$ cat src/rtl/paddle_control.sv
// Paddle position controller: encoder detents with acceleration, per-frame
// position update with clamping, and a debounced serve button that recenters.
module paddle_control #(
  parameter int SCREEN_H        = 480,
  parameter int PADDLE_H        = 64,
  parameter int ACCEL_WINDOW    = 2_500_000,
  parameter int DEBOUNCE_CYCLES = 250_000
) (
  input  logic       clk,
  input  logic       rst_n,
  input  logic       up,
  input  logic       down,
  input  logic       switch,
  input  logic       frame_tick,
  output logic [9:0] paddle_y,
  output logic       serve,
  output logic [1:0] step_level
);

  localparam int YMAX   = SCREEN_H - PADDLE_H;
  localparam int Y_INIT = YMAX / 2;
  localparam int WIN_W  = $clog2(ACCEL_WINDOW + 1);
  localparam int DB_W   = $clog2(DEBOUNCE_CYCLES + 1);

  localparam logic [WIN_W-1:0]  WIN_MAX  = WIN_W'(ACCEL_WINDOW);
  localparam logic [DB_W-1:0]   DB_LAST  = DB_W'(DEBOUNCE_CYCLES - 1);
  localparam logic signed [11:0] YMAX_S  = 12'(YMAX);
  localparam logic signed [11:0] PEND_LO = -12'sd512;
  localparam logic signed [11:0] PEND_HI = 12'sd511;

  typedef enum logic [1:0] {
    DIR_NONE,
    DIR_UP,
    DIR_DOWN
  } dir_t;

  dir_t              dir_q, dir_d;
  logic [WIN_W-1:0]  win_q, win_d;
  logic [1:0]        level_q, level_d;
  logic signed [10:0] pend_q, pend_d;
  logic [9:0]        y_q, y_d;
  logic              sync1_q, sync2_q;
  logic              db_q, db_d;
  logic [DB_W-1:0]   dbc_q, dbc_d;
  logic              serve_q, serve_d;

  logic              up_det, dn_det, det;
  logic signed [11:0] step, pend_base, pend_sum, y_sum;

  // NOTE: every always_comb output gets a default first so no path leaves it
  // unassigned; otherwise synthesis infers a latch to hold the old value.
  always_comb begin
    up_det  = up & ~down;
    dn_det  = down & ~up;
    det     = up_det | dn_det;

    dir_d   = dir_q;
    win_d   = win_q;
    level_d = level_q;

    if (det) begin
      win_d = '0;
      dir_d = up_det ? DIR_UP : DIR_DOWN;
      if (dir_d == dir_q && win_q < WIN_MAX)
        level_d = (level_q == 2'd3) ? 2'd3 : level_q + 2'd1;
      else
        level_d = 2'd0;
    end else if (win_q < WIN_MAX) begin
      win_d = win_q + WIN_W'(1);
      if (win_d == WIN_MAX) level_d = 2'd0;
    end

    // A detent in a frame_tick cycle lands in the freshly cleared pending.
    step      = 12'sd1 <<< level_d;
    pend_base = frame_tick ? 12'sd0 : {pend_q[10], pend_q};
    if (up_det)      pend_sum = pend_base - step;
    else if (dn_det) pend_sum = pend_base + step;
    else             pend_sum = pend_base;

    if (pend_sum < PEND_LO)      pend_d = PEND_LO[10:0];
    else if (pend_sum > PEND_HI) pend_d = PEND_HI[10:0];
    else                         pend_d = pend_sum[10:0];

    y_sum = $signed({2'b00, y_q}) + {pend_q[10], pend_q};
    y_d   = y_q;
    if (frame_tick) begin
      if (y_sum < 12'sd0)       y_d = 10'd0;
      else if (y_sum > YMAX_S)  y_d = YMAX_S[9:0];
      else                      y_d = y_sum[9:0];
    end

    db_d  = db_q;
    dbc_d = '0;
    if (sync2_q != db_q) begin
      if (dbc_q == DB_LAST) db_d  = sync2_q;
      else                  dbc_d = dbc_q + DB_W'(1);
    end

    serve_d = db_d & ~db_q;
    if (serve_d) begin
      y_d    = 10'(Y_INIT);
      pend_d = '0;
    end
  end

  // NOTE: state registers use non-blocking assignments so every flop samples
  // the pre-edge values of the others, independent of statement order.
  always_ff @(posedge clk or negedge rst_n) begin
    if (!rst_n) begin
      dir_q   <= DIR_NONE;
      win_q   <= WIN_MAX;
      level_q <= 2'd0;
      pend_q  <= '0;
      y_q     <= 10'(Y_INIT);
      sync1_q <= 1'b0;
      sync2_q <= 1'b0;
      db_q    <= 1'b0;
      dbc_q   <= '0;
      serve_q <= 1'b0;
    end else begin
      dir_q   <= dir_d;
      win_q   <= win_d;
      level_q <= level_d;
      pend_q  <= pend_d;
      y_q     <= y_d;
      sync1_q <= switch;
      sync2_q <= sync1_q;
      db_q    <= db_d;
      dbc_q   <= dbc_d;
      serve_q <= serve_d;
    end
  end

  assign paddle_y   = y_q;
  assign serve      = serve_q;
  assign step_level = level_q;

endmodule

$ cat config.mk
export PLATFORM = sky130hd
export DESIGN_NAME = paddle_control
export DESIGN_NICKNAME = d
export VERILOG_FILES = /design/src/rtl/paddle_control.sv
export SDC_FILE = /design/constraint.sdc
export NUM_CORES = 1
export LEC_CHECK = 0
export CAP_MARGIN = 20
export CELL_PAD_IN_SITES_DETAIL_PLACEMENT = 1
export CELL_PAD_IN_SITES_GLOBAL_PLACEMENT = 1
export CORE_MARGIN = 2
export CORE_UTILIZATION = 48
export DETAILED_ROUTE_END_ITERATION = 6
export GPL_ROUTABILITY_DRIVEN = 0
export PLACE_DENSITY = 0.9
export SYNTH_ARGS = -nofsm -noshare
export SYNTH_HDL_FRONTEND = slang
export SYNTH_SLANG_ARGS = --single-unit
$ cat constraint.sdc
create_clock -name clk -period 6.5 [get_ports clk]
set_input_delay 0.975 -clock clk [delete_from_list [all_inputs] [get_ports clk]]
set_output_delay 0.975 -clock clk [all_outputs]
set_load 0.02 [all_outputs]
Word level (Yosys, flattened, before mapping)
Index checks and enable logic that the tools add are counted.
{ "classes": {"n_eq_ne": 5, "n_addsub": 6, "bitwise_logic": 7, "muxes": 22, "n_lt_le_gt_ge": 5, "shift": 1, "reduce_logical": 3} }
{ "ops": {"columns": ["cell", "count"], "rows": [
  ["$mux W22", 2],
  ["$mux W10", 4],
  ["$mux W12", 3],
  ["$mux W18", 2],
  ["$mux W11", 3],
  ["$gt A12 B10 Y1 const B", 2],
  ["$add A22 B1 Y22 const B", 1],
  ["$eq A22 B22 Y1 const B", 1],
  ["$lt A22 B22 Y1 const B", 1],
  ["$add A18 B1 Y18 const B", 1],
  ["$eq A18 B18 Y1 const B", 1],
  ["$add A11 B11 Y12", 1],
  ["$add A12 B12 Y12", 1],
  ["$lt A12 B1 Y1 const B", 1],
  ["$lt A12 B10 Y1 const B", 1],
  ["$mux W2", 6],
  ["$sshl A2 B2 Y12 const A", 1],
  ["$sub A12 B12 Y12", 1],
  ["$reduce_bool A2 Y1", 2],
  ["$and A1 B1 Y1", 3],
  ["$not A1 Y1", 3],
  ["$add A2 B1 Y2 const B", 1],
  ["$eq A2 B2 Y1", 1],
  ["$eq A2 B2 Y1 const B", 1],
  ["other kinds (4)", 5]
]} }
{ "totals": {"inputBits": 6, "ff_bits": 69, "output_inout_bits": 13, "elab_cells": 59} }

Logic depth before layout (Yosys ltp)
Gate-level depths: netlist (run 1).
{ "depth": {"ltp_word": 15, "mapped_depth": 21} }

Worst setup path after synthesis (run 1)
No wires, ideal clock.
{ "synth_timing": {"kind": "register to register", "startpoint": "reg win_q[7]", "endpoint": "reg pend_q[5]", "slack_ns": 1.708, "t_arrival_ns": 4.647, "synth_period_minus_slack_ns": 4.792, "required_ns": 6.355, "path_stages_with_launch": 20, "cell_sequence": "dfstp_2 > clkbuf_2 > nand4_4 > nor3_4 > xnor2_1 > or3_1 > or4_1 > o41a_1 > o21ba_1 > buf_6 > and2_2 > ha_1 > clkbuf_1 > a211oi_1 > a211oi_1 > nand3_1 > a21oi_1 > o211ai_1 > o21ai_1 > a31oi_1"} }
{ "synth_via": {"elab_chain_len": 13, "word_cells_on_any_way": 18, "classes_between": "add/sub (3); order compare (3); eq/ne (1); shift (1); mux (9); reduce/logical (1)"} }
{ "synth_rtl": {"columns": ["element", "line", "text"], "rows": [
  ["start, declared", "38", "logic [WIN_W-1:0] win_q, win_d;"],
  ["start signal, assigned", "122", "win_q <= win_d;"],
  ["$add A22 B1 Y22", "69", "win_d = win_q + WIN_W'(1);"],
  ["$eq A22 B22 Y1", "70", "if (win_d == WIN_MAX) level_d = 2'd0;"],
  ["$mux W2", "70", null],
  ["$mux W2", "68", "end else if (win_q < WIN_MAX) begin"],
  ["$mux W2 (*)", "61", "if (det) begin"],
  ["net level_d[1]", "39", "logic [1:0] level_q, level_d;"],
  ["$sshl A2 B2 Y12 (*)", "74", "step = 12'sd1 <<< level_d;"],
  ["$add A12 B12 Y12", "77", "else if (dn_det) pend_sum = pend_base + step;"],
  ["$mux W12", "77", null],
  ["$mux W12 (*)", "76", "if (up_det) pend_sum = pend_base - step;"],
  ["$gt A12 B10 Y1", "81", "else if (pend_sum > PEND_HI) pend_d = PEND_HI[10:0];"],
  ["$mux W11", "81", null],
  ["$mux W11 (*)", "80", "if (pend_sum < PEND_LO) pend_d = PEND_LO[10:0];"],
  ["$mux W11 (*)", "100", "if (serve_d) begin"],
  ["net pend_d[5]", "40", "logic signed [10:0] pend_q, pend_d;"],
  ["end signal, assigned", "124", "pend_q <= pend_d;"],
  ["end, declared", "40", null]
]} }
The timed path passes the listed nets; every way through them passes the cells marked *.
A chain may end at the register's enable or synchronous reset.

Final worst setup path (run 1)
{ "layout_timing": {"startpoint": "reg win_q[0]", "endpoint": "reg pend_q[2]"} }
{ "layout_via": {"elab_chain_len": 13, "word_cells_on_any_way": 18, "classes_between": "add/sub (3); order compare (3); eq/ne (1); shift (1); mux (9); reduce/logical (1)"} }
{ "layout_rtl": {"columns": ["element", "line"], "rows": [
  ["$add A22 B1 Y22", "69"],
  ["$eq A22 B22 Y1", "70"],
  ["$mux W2", "70"],
  ["$mux W2", "68"],
  ["$mux W2 (*)", "61"],
  ["$sshl A2 B2 Y12 (*)", "74"],
  ["$add A12 B12 Y12", "77"],
  ["$mux W12", "77"],
  ["$mux W12 (*)", "76"],
  ["$gt A12 B10 Y1", "81"],
  ["$mux W11", "81"],
  ["$mux W11 (*)", "80"],
  ["$mux W11 (*)", "100"],
  ["net pend_d[2]", "40"]
]} }
Marks and branches as above.

==> impl_results.md, run 1 <==
* Synth area leaders: dfrtp_1 30%, dfstp_2 6.0%, ha_1 6.0%, xnor2_1 5.3%, nor2_1 4.1%
* Via count at 4,039
* Critical path launch point type: register
* Post-Place Cells at ~670
* Slew Limit Fails at 0
* Resized cells post-CTS at 0
* Starting Density at between 40% and 50%
* Synth top area share at between 30% and 40%
* Hold crit path type: reg -> reg
* Drt pass-1 iters at 5
* Worst hold slack at between 0.3 and 0.4 ns
* Syn Area/Cell at 8.924 um2
* Maximum clock frequency at 182.7 MHz
* Buffers added on ports at 18
* Residual DRC count at 0
* Hold Startpoint: sync1_q
* Endpoints failing setup at 0
* CTS H-tree lvls at 3
* Hold Vio Cnt, Final at 0
* FF-to-FF Start: win_q[0]
* Worst-margin pin slew at 0.8700 ns
* Distinct cell type count of the synthesized netlist at 69
* Critical Path AT at between 5 and 6 ns
* Core box area at approximately 9700 um2
* Power Density at between 300 and 400 nW/um2
* Area Overhead vs Synth at 9.600%
* CTS tree: yes
* WL final at ~12,000 um
* Diode count at 0
* Layout Nets at around 580
* Top FF cell, synth: dfrtp_1
* Clock Latency Late Sink at around 0.36 ns
* Area of the die at around 11,000 um2
* Largest net degree at the start of global routing at 70
* Layout cells sized above 1 at under 10%
* Max FO, Critical Path at 9
* Crit Path Class: reg -> reg
* GRT Total Usage at 24.25%
* Fin util at between 50% and 60%
* Warnings from Yosys at 0
* Start point of the critical path: win_q[0]
* Drt wl/cell at ~18 um
* Clk slew on worst S/H paths at approximately 0.070 ns
* Post-synth top area cell: dfrtp_1
* CTS Root Cell: clkbuf_8
* Minimum clock period at around 5.5 ns
* Non-Filler Instances at approximately 700
* Cell Rows at 36
* End of the critical path: pend_q[2]
* Hold buffer count at CTS at 0
* Crit Reg-Reg Endpoint: pend_q[2]
* Required @ worst endpoint at roughly 6.7 ns
* Final period util at 84.20%
* Status: finished clean
* Syn Nets at between 500 and 600
* TNS Setup at 0 ns
* Final ANT Viol Nets at 0
* Post-synth EDFFs at 0
* Die Height at between 100 and 150 um
* RSZ-0062 raised after global routing: no
* Sink Count at 69
* HPWL Detailed at between 8000 and 9000 um
* Mapped cell area at ~4800 um2
* Reg2reg setup slack at 1.03 ns
* Static Leak at 2.229 nW
* Initial DRC Count at between 100 and 150
* Max-slew headroom at a little over two fifths
* Max Cap Viol at 0
* Clk_skew at just under 0.009 ns
* Total gr overflow at 0
* CTS buffer count at 9
* DR vias/cell at roughly 5.9
* Vias in the first global route at around 4,300
* # Post-CTS Setup Buffers at 0
* Clock Path Buffers at 2
* I/O pins at 19
* Peak supply drop at approximately 0.00027 V
* R2R depth at 17
* Die Wd at approximately 100 um
* First-pass GRT wire length at around 21,000 um
* Initial antenna violation count at 0
* Mapped Cells at around 540
* Sequential area share after synthesis at between 30% and 40%
* Ys async rst share at 100.0%
* CP Capture Type: register
* Post-synthesis sequential element count at a little under 70
==> logic make-up (layout without fill, tap and decap cells) <==
logic type      after synthesis  in the layout  share of synthesized area [%]
compound gates              119            119                          16.40
buf+inv                      36             49                          3.819
xor+xnor                     51             51                          9.338
fa+ha+maj                    26             26                          7.272
simple gates                228            228                          25.22
flops                        69             69                          36.39
mux                           7              7                          1.569
==> worst max-delay path: stages (launching register included) <==
cell      delay (ns)
dfrtp_1         0.44
ha_1            0.26
and3_1          0.25
nor4b_1         0.27
a31oi_1         0.07
or3_1           0.30
or4_1           0.45
o41a_1          0.43
o21ba_1         0.26
and2_2          0.24
ha_1            0.41
a211oi_1        0.11
a211oi_1        0.58
nand3_1         0.23
a21oi_1         0.20
o211ai_1        0.13
o21ai_1         0.51
a21oi_1         0.18
==> Yosys cell counts, drive strengths merged (4+ instances only) <==
cell type	number
o31ai	5
nor2b	14
nand4	12
ha	23
a21o	6
a211oi	8
xor2	22
or4	4
nand2	45
o21bai	4
nand2b	4
o21ai	23
a22o	5
and3	12
dfrtp	58
a31oi	5
inv	12
a21oi	36
dfstp	11
nand3	26
nor2	52
clkbuf	16
mux2	4
and4	4
buf	8
and2	24
xnor2	29
nor3	13
or3	4
==> metrics by stage <==
stage / setup slack, ns / total power [W] / instance area [um2]
after floorplan: 1.708 / 0.001129 / 4783
after global placement: 1.319 / 0.001308 / 5010
after detailed placement: 0.9985 / 0.001358 / 5010
after CTS: 1.090 / 0.001799 / 5243
after global routing: 0.6615 / 0.001919 / 5243
final: 1.027 / 0.001789 / 5243
==> report_power, final <==
group	switching (W)	internal, W	leakage, nW
logic	0.000464	0.000331	1.23
registers	0.0000860	0.000497	0.887
clock network	0.000172	0.000238	0.116
==> state kept, by name, indices dropped and copies added (netlist names) <==
name        count
pend_q         11
step_level      2
dir_q           2
win_q          22
sync2_q         1
serve           1
sync1_q         1
db_q            1
paddle_y       10
dbc_q          18
==> metal layers <==
metal  track usage (%)  vias up  share of wire [%]  wire, um
met5                 0        -                  0         0
met1             29.01     2023                 42      5191
met4             9.846        0                2.7       326
met2             42.90       71                 52      6436
met3             4.405       28                2.8       341
li1                  -     1917                  -         -
==> how the worst min path moves through the flow <==
| stage | endpoint | slack (ns) | depth (start not counted) |
|---|---|---|---|
| floorplan | sync2_q | 0.33 | 0 |
| global placement | sync2_q | 0.33 | 0 |
| detailed placement | sync2_q | 0.34 | 0 |
| CTS | sync2_q | 0.36 | 0 |
| global route | sync2_q | 0.37 | 0 |
| finish | sync2_q | 0.36 | 0 |
==> area by class of cell <==
cell class	instances	area, um2
clock inverter	5	81.33
fill	1167	4487
sequential	69	1740
timing repair buffer	21	197.7
clock buffer	11	151.4
tap	133	166.4
multi-input combinational	431	2860
inverter	12	45.04
==> placed cells by master, fill, tap and decap left out, types with 4 or more instances in the layout <==
cell type and n:
clkbuf_8 11, nor3_1 11, clkdlybuf4s50_1 17, or4_1 4
nand2b_1 4, dfstp_2 11, dfrtp_1 58, a21o_1 6
a31oi_1 5, mux2_2 4, nand4_1 11, nand2_1 44
xnor2_1 29, o21ai_0 22, and3_1 12, and2_1 21
nor2b_1 14, ha_1 23, inv_1 12, a22o_1 5
xor2_1 22, a21oi_1 36, or3_1 4, nand3_1 26
nor2_1 52, a211oi_1 8, o31ai_1 5, o21bai_1 4
Note: power is estimated with default switching activity, not from simulation.
==> run 2: changes to the inputs <==
==> constraint.sdc (replaced) <==
create_clock -name clk -period 5.4 [get_ports clk]
set_input_delay 0.81 -clock clk [delete_from_list [all_inputs] [get_ports clk]]
set_output_delay 0.81 -clock clk [all_outputs]
set_load 0.02 [all_outputs]
==> run 2 against run 1 <==
Sequential power increased by 21%. Sequential share of layout area decreased by 0.50 points. Total power increased by 22%. Flip-flop and latch count unchanged. Clock power increased by 20%. Combinational power increased by 23%. Register-to-register slack got worse by 0.74 ns. Non-clock buffer count increased by 7. Final cell count increased by 1.0%. Highest routed layer unchanged.
==> impl_results.md, run 2 (synthesized netlist as in run 1, its figures left out) <==
* Non-Filler Instances at just under 700
* Diode count at 0
* Largest register FFs at 22
* WL final at about 13,000 um
* Cell Rows at 36
* Commonest non-fill, non-tap cells in the layout: 58 x dfrtp_1, 52 x nor2_1, 43 x nand2_1, 35 x a21oi_1, 29 x xnor2_1
* Peak supply drop at 0.0002966 V
* Maximum clock frequency at around 200 MHz
* Max stage delay cell, worst path: dfstp_2
* Crit Path Class: reg -> reg
* Power Density at 410.0 nW/um2
* Critical Path, Cell by Cell: and2_1 -> and2_0 -> a32o_1 -> a31oi_1 -> or4_1 -> o41a_1 -> o21ba_1 -> and2_2 -> ha_2 -> a211oi_1 -> a211oi_1 -> buf_4 -> nand3_1 -> a21o_1 -> o211ai_1 -> a21o_1 -> nand2_2 -> a21oi_1
* Sink Count at 69
* Reg2reg setup slack at roughly 0.28 ns
* CTS Root Cell: clkbuf_8
* Initial DRC Count at 159
* Worst path max stage delay at around 0.64 ns
* Largest Register: win_q
* Max-slew headroom at 40.35%
* Worst Hold Depth at 0
* Final period util at roughly 95%
* Total gr overflow at 0
* Hold buffer count at CTS at 0
* Critical Path AT at 5.40 ns
* Static Leak at about 2.3 nW
* DP Worst Slack at between 0.2 and 0.25 ns
* Crit Reg-Reg Endpoint: pend_q[6]
* CTS tree: yes
* Layout Nets at a little under 600
* Core box area at 9729 um2
* CTS buffer count at 9
* Hold Startpoint: sync1_q
* Fin util at a little over half
* Initial antenna violation count at 0
* Clk_skew at between 0.01 and 0.015 ns
* WHS Endpoint: sync2_q
* Area of the die at 10,780 um2
* Die Wd at around 100 um
* Residual DRC count at 0
* Final worst slack at approximately 0.28 ns
* Die Height at approximately 100 um
* Endpoints failing setup at 0
* Clk slew on worst S/H paths at 0.08 ns
* CP Capture Type: register
* DR vias/cell at about 6
* GRT Total Usage at roughly a quarter
* Critical path launch point type: register
* Hold Vio Cnt, Final at 0
* Max Cap Viol at 0
* First-pass GRT wire length at 21,600 um
* R2R depth at 18
* HPWL Detailed at approximately 9000 um
* Clock Path Buffers at 2
* Status: finished clean
* Hold crit path type: reg -> reg
* Minimum clock period at ~5 ns
* CTS H-tree lvls at 3
* Commonest non-fill, non-tap cell in the layout: dfrtp_1
* Buffers added on ports at 18
* Slew Limit Fails at 0
* Area Overhead vs Synth at 11.27%
* Drt pass-1 iters at 4
* Drt wl/cell at between 15 and 20 um
* Largest regs: win_q (22), dbc_q (18), pend_q (11)
* Final ANT Viol Nets at 0
* Vias in the first global route at 4,397
* FF-to-FF Start: win_q[5]
* Via count at between 4,000 and 5,000
* Worst-margin pin slew at around 0.89 ns
* I/O pins at 19
* Clock Latency Late Sink at 0.36 ns
* Max FO, Critical Path at 9
* Largest net degree at the start of global routing at 70
* Layout cells sized above 1 at between 10% and 20%
* Post-Place Cells at 670
* Starting Density at 49.16%
* Required @ worst endpoint at 5.68 ns
-- run 2: what timing repair did --
action,4_1_cts,5_1_grt
buffers inserted,0,3
resized for setup,0,8
setup endpoints to repair,0,9
-- run 2: how the worst max path moves through the flow --
stage               slack (ns)      from         to  cells past startpoint
floorplan                 0.61  win_q[7]  pend_q[5]                     19
global placement          0.47  win_q[0]  pend_q[5]                     18
detailed placement        0.20  win_q[0]  pend_q[5]                     18
CTS                       0.09  win_q[0]  pend_q[8]                     18
global route            -0.009  win_q[0]  pend_q[5]                     19
finish                    0.28  win_q[5]  pend_q[6]                     18
-- run 2: area by class of cell --
class | count | area (um2)
well taps | 133 | 166.4
multi-input cells | 431 | 2889
flip-flops and latches | 69 | 1740
fillers | 1161 | 4407
clock buffers | 10 | 137.6
clock inverters | 6 | 93.84
inverters | 12 | 45.04
repair buffers | 28 | 250.2
-- run 2: layer usage --
layer / vias to the layer above / GRT usage, % / share of wire, %
li1: 1935 / - / -
met1: 2067 / 29.43 / 42
met2: 87 / 43.80 / 53
met3: 31 / 4.594 / 3.6
met4: 0 / 9.170 / 2.1
met5: - / 0 / 0
-- run 2: report_power, final --
group,switching (W),total [W],internal (W)
logic,0.000570,0.000980,0.000410
registers,0.000109,0.000708,0.000598
clock network,0.000219,0.000494,0.000276
-- run 2: metrics by stage --
stage / hold WS, ns / power (W) / instance area (um2) / setup TNS [ns]
floorplan: 0.3312 / 0.001360 / 4783 / 0
global route: 0.3762 / 0.002336 / 5323 / -0.01324
detailed placement: 0.3363 / 0.001648 / 5040 / 0
global placement: 0.3325 / 0.001580 / 5040 / 0
CTS: 0.3686 / 0.002163 / 5271 / 0
finish: 0.3657 / 0.002182 / 5323 / 0
-- run 2: worst max-delay path: cells and delay by family (launching register included) --
family | cells | cell delay (ns)
fa+ha+maj | 1 | 0.39
simple gates | 6 | 1.62
compound gates | 10 | 2.18
buf+inv | 1 | 0.19
flops | 1 | 0.64
